--- src/rtl/ppu_pkg.sv ---
// Shared widths, int8 limits and the requantisation configuration record
// used by the opsum post-processing unit.
package ppu_pkg;
    localparam int PSUM_W = 32;
    localparam int MULT_W = 16;
    localparam int PACK   = 4;
    localparam int OUT_W  = 8 * PACK;
    localparam int PROD_W = PSUM_W + MULT_W;
    localparam int CNT_W  = $clog2(PACK);

    localparam logic signed [7:0] INT8_MIN = 8'sh80;
    localparam logic signed [7:0] INT8_MAX = 8'sh7F;

    localparam logic [CNT_W-1:0] K_LAST = CNT_W'(PACK - 1);
    localparam logic [CNT_W-1:0] K_ONE  = CNT_W'(1);

    typedef struct packed {
        logic [MULT_W-1:0] mult;
        logic [4:0]        shift;
        logic signed [7:0] zp;
        logic              relu;
    } ppu_cfg_t;

    localparam ppu_cfg_t CFG_RESET = '{mult: 16'd1, shift: 5'd0, zp: 8'sd0, relu: 1'b0};

    function automatic logic [7:0] sat_int8(input logic signed [PROD_W+1:0] v);
        logic signed [PROD_W+1:0] hi;
        logic signed [PROD_W+1:0] lo;
        hi = {{(PROD_W-6){INT8_MAX[7]}}, INT8_MAX};
        lo = {{(PROD_W-6){INT8_MIN[7]}}, INT8_MIN};
        if (v > hi) begin
            return INT8_MAX;
        end else if (v < lo) begin
            return INT8_MIN;
        end else begin
            return v[7:0];
        end
    endfunction
endpackage

--- src/rtl/ppu_requant.sv ---
// Two-stage requantiser: S1 forms the 48-bit signed product, S2 applies the
// rounding shift, optional ReLU, zero-point add and int8 saturation.
module ppu_requant
    import ppu_pkg::*;
(
    input  logic              clk,
    input  logic              rst,
    input  logic              en,
    input  ppu_cfg_t          cfg,
    input  logic              in_valid,
    input  logic [PSUM_W-1:0] in_data,
    input  logic              in_last,
    output logic              stage_valid,
    output logic              out_valid,
    output logic [7:0]        out_data,
    output logic              out_last
);
    localparam logic [PROD_W:0] RND_ONE = {{PROD_W{1'b0}}, 1'b1};

    logic signed [PROD_W-1:0] prod_d, prod_q;
    logic                     s1_valid_d, s1_valid_q;
    logic                     s1_last_d, s1_last_q;
    logic signed [PROD_W:0]   rnd, biased, shifted, relu_v;
    logic signed [PROD_W+1:0] zp_sum;
    logic [7:0]               res_d, res_q;
    logic                     s2_valid_d, s2_valid_q;
    logic                     s2_last_d, s2_last_q;

    // S1: signed psum times zero-extended multiplier, both widened to the product width
    always_comb begin
        prod_d     = prod_q;
        s1_valid_d = s1_valid_q;
        s1_last_d  = s1_last_q;
        if (en) begin
            prod_d     = $signed({{MULT_W{in_data[PSUM_W-1]}}, in_data})
                       * $signed({{PSUM_W{1'b0}}, cfg.mult});
            s1_valid_d = in_valid;
            s1_last_d  = in_valid & in_last;
        end else begin
            prod_d     = prod_q;
        end
    end

    // S2: one extra bit keeps the rounding add from overflowing
    always_comb begin
        if (cfg.shift != 5'd0) begin
            rnd = RND_ONE << (cfg.shift - 5'd1);
        end else begin
            rnd = '0;
        end
        biased  = {prod_q[PROD_W-1], prod_q} + rnd;
        shifted = biased >>> cfg.shift;
        if (cfg.relu && shifted[PROD_W]) begin
            relu_v = '0;
        end else begin
            relu_v = shifted;
        end
        zp_sum     = {relu_v[PROD_W], relu_v} + {{(PROD_W-6){cfg.zp[7]}}, cfg.zp};
        res_d      = res_q;
        s2_valid_d = s2_valid_q;
        s2_last_d  = s2_last_q;
        if (en) begin
            res_d      = sat_int8(zp_sum);
            s2_valid_d = s1_valid_q;
            s2_last_d  = s1_last_q;
        end else begin
            res_d      = res_q;
        end
    end

    // Stage registers
    always_ff @(posedge clk) begin
        if (rst) begin
            prod_q     <= '0;
            s1_valid_q <= 1'b0;
            s1_last_q  <= 1'b0;
            res_q      <= '0;
            s2_valid_q <= 1'b0;
            s2_last_q  <= 1'b0;
        end else begin
            prod_q     <= prod_d;
            s1_valid_q <= s1_valid_d;
            s1_last_q  <= s1_last_d;
            res_q      <= res_d;
            s2_valid_q <= s2_valid_d;
            s2_last_q  <= s2_last_d;
        end
    end

    assign stage_valid = s1_valid_q | s2_valid_q;
    assign out_valid   = s2_valid_q;
    assign out_data    = res_q;
    assign out_last    = s2_last_q;
endmodule

--- src/rtl/opsum_ppu.sv ---
// Opsum post-processing unit: requantises the psum stream to int8 and packs
// four results per word for the GLB, with a tile-last flush of partial words.
module opsum_ppu
    import ppu_pkg::*;
(
    input  logic              clk,
    input  logic              rst,
    input  logic              cfg_load,
    input  logic [MULT_W-1:0] cfg_mult,
    input  logic [4:0]        cfg_shift,
    input  logic [7:0]        cfg_zp,
    input  logic              cfg_relu,
    input  logic              in_valid,
    input  logic [PSUM_W-1:0] in_data,
    input  logic              in_last,
    output logic              in_ready,
    output logic              out_valid,
    output logic [OUT_W-1:0]  out_data,
    output logic [PACK-1:0]   out_bmask,
    output logic              out_last,
    input  logic              out_ready,
    output logic              busy,
    output logic              cfg_err
);
    ppu_cfg_t         cfg_d, cfg_q;
    logic             cfg_err_d, cfg_err_q;
    logic [OUT_W-1:0] data_d, data_q, data_base;
    logic [PACK-1:0]  bmask_d, bmask_q, bmask_base;
    logic [CNT_W-1:0] k_d, k_q;
    logic             out_valid_d, out_valid_q;
    logic             out_last_d, out_last_q;
    logic             stall;
    logic             stage_valid;
    logic             s2_valid;
    logic [7:0]       s2_data;
    logic             s2_last;

    assign stall    = out_valid_q & ~out_ready;
    assign in_ready = ~stall;
    assign busy     = stage_valid | (k_q != '0) | out_valid_q;

    ppu_requant u_requant (
        .clk         (clk),
        .rst         (rst),
        .en          (~stall),
        .cfg         (cfg_q),
        .in_valid    (in_valid),
        .in_data     (in_data),
        .in_last     (in_last),
        .stage_valid (stage_valid),
        .out_valid   (s2_valid),
        .out_data    (s2_data),
        .out_last    (s2_last)
    );

    // Config is only accepted while idle; a load mid-tile latches the error flag
    always_comb begin
        cfg_d     = cfg_q;
        cfg_err_d = cfg_err_q;
        if (cfg_load) begin
            if (busy) begin
                cfg_err_d = 1'b1;
            end else begin
                cfg_d = '{mult: cfg_mult, shift: cfg_shift, zp: cfg_zp, relu: cfg_relu};
            end
        end else begin
            cfg_d = cfg_q;
        end
    end

    // Pack register: a word leaving this cycle frees the register for the incoming byte
    always_comb begin
        data_d      = data_q;
        bmask_d     = bmask_q;
        k_d         = k_q;
        out_valid_d = out_valid_q;
        out_last_d  = out_last_q;
        data_base   = data_q;
        bmask_base  = bmask_q;
        if (!stall) begin
            if (out_valid_q) begin
                data_base  = '0;
                bmask_base = '0;
            end else begin
                data_base  = data_q;
                bmask_base = bmask_q;
            end
            data_d      = data_base;
            bmask_d     = bmask_base;
            out_valid_d = 1'b0;
            out_last_d  = 1'b0;
            if (s2_valid) begin
                data_d[{k_q, 3'b000} +: 8] = s2_data;
                bmask_d[k_q]               = 1'b1;
                if ((k_q == K_LAST) || s2_last) begin
                    out_valid_d = 1'b1;
                    out_last_d  = s2_last;
                    k_d         = '0;
                end else begin
                    k_d         = k_q + K_ONE;
                end
            end else begin
                k_d = k_q;
            end
        end else begin
            data_d = data_q;
        end
    end

    // State registers
    always_ff @(posedge clk) begin
        if (rst) begin
            cfg_q       <= CFG_RESET;
            cfg_err_q   <= 1'b0;
            data_q      <= '0;
            bmask_q     <= '0;
            k_q         <= '0;
            out_valid_q <= 1'b0;
            out_last_q  <= 1'b0;
        end else begin
            cfg_q       <= cfg_d;
            cfg_err_q   <= cfg_err_d;
            data_q      <= data_d;
            bmask_q     <= bmask_d;
            k_q         <= k_d;
            out_valid_q <= out_valid_d;
            out_last_q  <= out_last_d;
        end
    end

    assign out_valid = out_valid_q;
    assign out_data  = data_q;
    assign out_bmask = bmask_q;
    assign out_last  = out_last_q;
    assign cfg_err   = cfg_err_q;
endmodule

--- config.mk ---
export PLATFORM = sky130hd
export DESIGN_NAME = opsum_ppu
export DESIGN_NICKNAME = d
export VERILOG_FILES = /design/src/rtl/ppu_pkg.sv /design/src/rtl/ppu_requant.sv /design/src/rtl/opsum_ppu.sv
export SDC_FILE = /design/constraint.sdc
export NUM_CORES = 2
export LEC_CHECK = 0
export ABC_AREA = 1
export BUFFER_PORTS_ARGS = -buffer_cell sky130_fd_sc_hd__clkbuf_2
export CAP_MARGIN = 20
export CORE_MARGIN = 2
export CORE_UTILIZATION = 30
export DETAILED_ROUTE_END_ITERATION = 12
export PLACE_DENSITY_LB_ADDON = 0.15
export SYNTH_ARGS = -nofsm -noshare
export SYNTH_HDL_FRONTEND = slang
export SYNTH_HIERARCHICAL = 1
export SYNTH_SLANG_ARGS = --single-unit
--- constraint.sdc ---
create_clock -name clk -period 6.6 [get_ports clk]
set_clock_uncertainty 0.15 [all_clocks]
set_input_delay 0 -clock clk [delete_from_list [all_inputs] [get_ports clk]]
set_output_delay 0 -clock clk [all_outputs]
set_load 0.005 [all_outputs]
# Yosys cells after proc, flatten, opt, wreduce, memory -nomap -nowiden
# Index checks and enable logic that the tools add are counted.
# W data, S select, Z words.
[totals]
register_bits = 131
in_bits = 68
out_inout_bits = 41
wordCells = 66
[classes]
add_sub_neg = 5
multipliers = 1
n_lt_le_gt_ge = 4
eq_ne = 1
shifts = 4
mux = 18
n_bitwise = 9
reduce_logical = 8
[op_table]
columns = ["op", "count"]
rows = [
  ["$mux W49", 2],
  ["$mux W32", 3],
  ["$add A49 B8 Y50", 1],
  ["$gt A50 B8 Y1 const B", 1],
  ["$lt A50 B8 Y1 const B", 1],
  ["$add A49 B49 Y49", 1],
  ["$shl A1 B5 Y49 const A", 1],
  ["$sshr A49 B5 Y49", 1],
  ["$mul A32 B17 Y48", 1],
  ["$bwmux W32", 1],
  ["$shift A8 B7 Y32 const A", 1],
  ["$shiftx A8 B7 Y32", 1],
  ["$mux W8", 2],
  ["$mux W4", 3],
  ["$neg A5 Y7", 1],
  ["$reduce_and A2 Y1", 3],
  ["$mux W1", 5],
  ["$reduce_bool A5 Y1", 1],
  ["$sub A5 B1 Y5 const B", 1],
  ["$or A4 B4 Y4", 1],
  ["$lt A2 B3 Y1 const B", 1],
  ["$not A1 Y1", 3],
  ["$or A1 B1 Y1", 3],
  ["$add A2 B1 Y2 const B", 1],
  ["other kinds (8)", 10],
]

# Depth between registers and ports, before layout
[logic_depth]
depth_word = 11
mapped_depth = 55

# Hierarchy
# The synthesis kept the hierarchy.
[modules_own_cells]
columns = ["mod", "instances", "cells_each", "area_per_inst_um2", "seq_area_each_um2"]
rows = [
  ["ppu_requant", 1, 5078, 31671.6, 1201.2],
  ["opsum_ppu", 1, 388, 2899.0, 1421.4],
]

# Worst setup path before layout
# Ideal clock, no wire load.
[synth_timing]
path_type = "reg-to-reg"
start = "register cfg_q[21] (netlist name)"
end = "register u_requant.prod_q[43]"
setup_time_ps = 109
t_arrival_ps = 5727
t_required_ps = 6341
path_slack_ps = 613
stages_incl_launch_ff = 29
period_less_slack_ps = 5987
path_cell_list = "dfxtp_1 > clkbuf_1 > nand2_1 > fa_1 > inv_1 > fa_1 > inv_1 > fa_1 > inv_1 > fa_1 > inv_1 > fa_1 > inv_1 > fa_1 > ha_1 > nand2_1 > nor2_1 > inv_1 > nor3_1 > and3_1 > a21oi_1 > o21ai_1 > nand2_1 > o211ai_1 > a21oi_1 > nand2_1 > nand3_1 > nand2_1 > inv_1"
[synth_via]
elab_chain_cells = 1
[synth_lines]
columns = ["item", "line", "text"]
rows = [
  ["from (decl)", "opsum_ppu.sv:25", "ppu_cfg_t cfg_d, cfg_q;"],
  ["from (signal assigned)", "opsum_ppu.sv:121", "cfg_q <= cfg_d;"],
  ["$mul A32 B17 Y48", "ppu_requant.sv:36", "* $signed({{PSUM_W{1'b0}}, cfg.mult});"],
  ["to (signal assigned)", "ppu_requant.sv:81", "prod_q <= prod_d;"],
  ["to (decl)", "ppu_requant.sv:20", "logic signed [PROD_W-1:0] prod_d, prod_q;"],
]
# Every way passes these cells.
# A chain may end at the register's enable or synchronous reset.

# Final worst setup path
[layout_timing]
start = "register cfg_q[16] (netlist name)"
end = "register u_requant.prod_q[45]"
# The elaborated chain is that of the path after synthesis.

==> results.py <==
metrics = {
    "timing": {
        "setup_viol": 0,
        "period_minus_slack_ns": 6.423,
        "period_share_pct": 97.32,
        "max_freq_ghz": 0.1557,
        "hold_viol": 0,
        "timing_worst_slew_pin_value_ns": 0.8857,
        "report.final.slew_viol_count": 0,
        "fin_setup_tns_ns": 0,
        "rsz0062_at_grt": "true",
        "slew_headroom_pct": 40.96,
    },
    "clock_network": {
        "htreeDepth": 4,
        "cts_max_path_buffers": 2,
        "cts_buffers": 17,
        "clk_pin_slew_ns": 0.07,
        "cts_tree": "built",
        "clk_latency_ns": 0.49,
        "clkSinkCount": 131,
        "root_buffer": "clkbuf_16",
    },
    "floorplanning": {
        "std_cell_rows": 124,
        "dieHeight_um": 343.5,
        "core-area_sq_um": 114300,
        "start_util_pct": 30.23,
        "die-area_sq_um": 118000,
        "die_w_um": 343.5,
        "io-pin-count": 109,
    },
    "placement": {
        "gp_congestion": 0.9478,
        "place_inst": 7330,
        "dp_hpwl_mm": 109.3,
        "portBuffers": 108,
    },
    "global_route": {
        "grt_max_degree": 60,
        "antenna_found_initial": 1,
        "grt_util_met3_pct": 1.370,
        "top_usage_layer": "met2",
        "grt_use_total_pct": 21.83,
        "met2_usage_pct": 38.54,
        "grtUsageMet1_pct": 28.62,
        "grt_pass1_vias": 35190,
        "grt-ovfl-total": 0,
        "grt_pass1_wl_mm": 200.5,
    },
    "cells_and_area": {
        "synthToLayoutAreaGrowth_pct": 23.29,
        "multiInputGateArea_sq_um": 28040,
        "fillers": 12500,
        "stdcell_count": 7426,
        "drive_gt1_share_pct": 17.42,
        "final_nets": 6657,
        "regArea_sq_um": 2656,
    },
    "setup_path": {
        "timing_worst_setup_path_type": "register to register",
        "crit_path_start_kind": "register",
        "crit_family": "adder cells",
        "worst-path-buf-inv": 5,
        "cp_slowest_stage_delay_ns": 0.56,
        "slowest_stage": "fa_2",
        "worst_ep_arrival_time_ns": 6.64,
        "crit_path_end_kind": "register",
        "critPathRequiredTime_ns": 6.82,
        "cp_max_fo": 17,
        "crit_chain": "buf_12 > nand2_1 > inv_1 > fa_2 > fa_1 > inv_1 > fa_1 > fa_1 > fa_1 > inv_1 > fa_1 > ha_1 > a21o_1 > a31oi_2 > o21ai_0 > a31oi_1 > nand3_2 > nand2_1 > nand2_1 > nand2_1 > nand2_1 > o221ai_1 > inv_1",
    },
    "run": {
        "drv_cap": 0,
    },
    "route": {
        "routedWlPerCell_um": 17.75,
        "dr.pass1.iters": 5,
        "ant_nets": 0,
        "drt_wl_total_mm": 131.8,
        "dr_total_vias": 35050,
        "vias_per_cell": 4.719,
        "drt_iter0_markers": 2088,
        "drc": 0,
    },
    "power": {
        "ir_worst_vdd_mv": 0.3164,
        "power.leakage_nw": 22.96,
        "p_per_area_nw_per_um2": 445.9,
    },
    "synth": {
        "avgSynthCellArea_sq_um": 6.325,
        "ys_seq_area_share_pct": 7.586,
        "ys_types": 48,
        "synthCells": 5466,
        "ys_seq_elements": 131,
        "syn_nets": 6223,
        "yosysWarnings": 6,
        "synth_area_sq_um": 34570,
    },
    "status": {
        "outcome": "finished clean",
    },
    "hold_path": {
        "min_path_type": "primary input to register",
    },
}
==> synth_stat cells, drive strengths merged <==
master	instances	area, sq um
nand2	1588	6001
inv	1234	4632
nand3	507	2577
fa	486	9729
nor2	471	1871
a21oi	216	1100
ha	203	2540
clkbuf	169	638.1
o21ai	168	844.6
dfxtp	131	2623
nand4	42	262.8
buf	36	172.7
xor2	36	315.3
nor3	32	181.4
xnor2	28	245.2
a31oi	20	125.1
o21bai	19	142.6
nand3b	18	135.1
o211ai	12	90.09
a21o	10	75.07
o21a	8	60.06
nor4	5	31.28
o221ai	5	43.79
clkinv	4	15.01
or2	4	25.03
a21boi	3	22.52
and2	3	18.77
and3	3	18.77
a22oi	1	7.510
conb	1	3.750
mux2i	1	10.01
nand2b	1	6.260
nor3b	1	7.510
==> flip-flops by register name (all words and copies together), names as in the netlist, 2 cells and up <==
register,flops
cfg_q,30
out_data,32
u_requant/prod_q,48
u_requant/out_data,8
k_q,2
out_bmask,4
==> final cells by class <==
| cell class | instances | area share, % |
|---|---|---|
| Inverter | 1238 | 10.90 |
| Clock buffer | 17 | 0.9981 |
| Multi-Input combinational cell | 3892 | 65.79 |
| Timing Repair Buffer | 620 | 11.25 |
| Clock inverter | 15 | 0.3758 |
| Antenna cell | 1 | 0.005871 |
| Sequential cell | 131 | 6.232 |
| Tap cell | 1512 | 4.439 |
==> cell families (layout without fill, tap and decap cells) <==
family / after synthesis / count (layout) / synth area share (%)
simple gates: 2675 / 2675 / 32.21
buf+inv: 1443 / 1890 / 15.79
fa+ha+maj: 689 / 689 / 35.49
compound gates: 462 / 462 / 7.264
flops: 131 / 131 / 7.586
xor+xnor: 64 / 64 / 1.621
other cells: 1 / 2 / 0.01085
mux: 1 / 1 / 0.02896
==> where the power goes <==
part	total, W	internal (W)	switching [W]	leakage, nW
clock	0.000993	0.000536	0.000457	0.289
combinational	0.0168	0.00651	0.0103	21.6
sequential	0.00118	0.00101	0.000169	1.09
==> final timing paths <==
path	from	endpoint	slack (ns)	cells past startpoint
worst max-delay path	cfg_q[16]	u_requant/prod_q[45]	0.18	23
worst max register to register	cfg_q[16]	u_requant/prod_q[45]	0.18	23
worst min-delay path	in_data[0]	u_requant/prod_q[0]	0.09	4
worst min register to register	out_last	out_last	0.32	2
==> layout by cell type, fill, tap and decap left out, types with 18 or more instances in the layout <==
cell,instances
ha_4,33
clkbuf_2,108
nand3b_1,18
clkbuf_16,23
buf_4,450
dfxtp_1,118
nand2_2,81
o21ai_0,142
fa_1,482
ha_1,161
inv_2,29
xnor2_1,24
xor2_1,34
nor2_4,20
a21oi_2,40
nand4_1,42
a21oi_1,172
nand3_2,67
nor2_1,384
nand3_1,438
nor2_2,67
dlygate4sd3_1,35
inv_1,1205
nor3_1,23
nand2_1,1502
==> routing by layer <==
layer / routed length (um) / part of all wire [%]
met4: 3862 / 2.9
met3: 4037 / 3.1
met1: 59030 / 45
met5: 0 / 0
met2: 64900 / 49
==> per-stage QoR <==
stage	total power, W	hold WS (ns)	cell area (sq um)	worst slack, ns	utilization (%)
2_1_floorplan	0.01156	-0.03678	34570	0.6135	-
3_3_place_gp	0.01685	0.07043	39730	-0.1735	34.75
3_5_place_dp	0.01688	0.06783	39730	-0.1661	34.75
4_1_cts	0.01804	0.04704	40710	0.009410	35.61
5_1_grt	0.02106	0.07252	42620	-0.09021	37.27
6_report	0.01900	0.08503	42620	0.1768	37.27
==> tightest hold or removal path, delay by kind of cell <==
family	cells	cell delay, ns
AOI/OAI and AO/OA	1	0.08
and+or+nand+nor	1	0.09
buffers and inverters	2	0.50
==> what timing repair did <==
item	4_1_cts	5_1_grt
setup buffers	0	22
pin swaps	0	69
gates cloned	0	6
endpoints found under the hold margin	57	0
hold buffers	35	0
gates resized for setup	14	373
setup endpoints to repair	17	26
(Power assumes the default switching activity.)
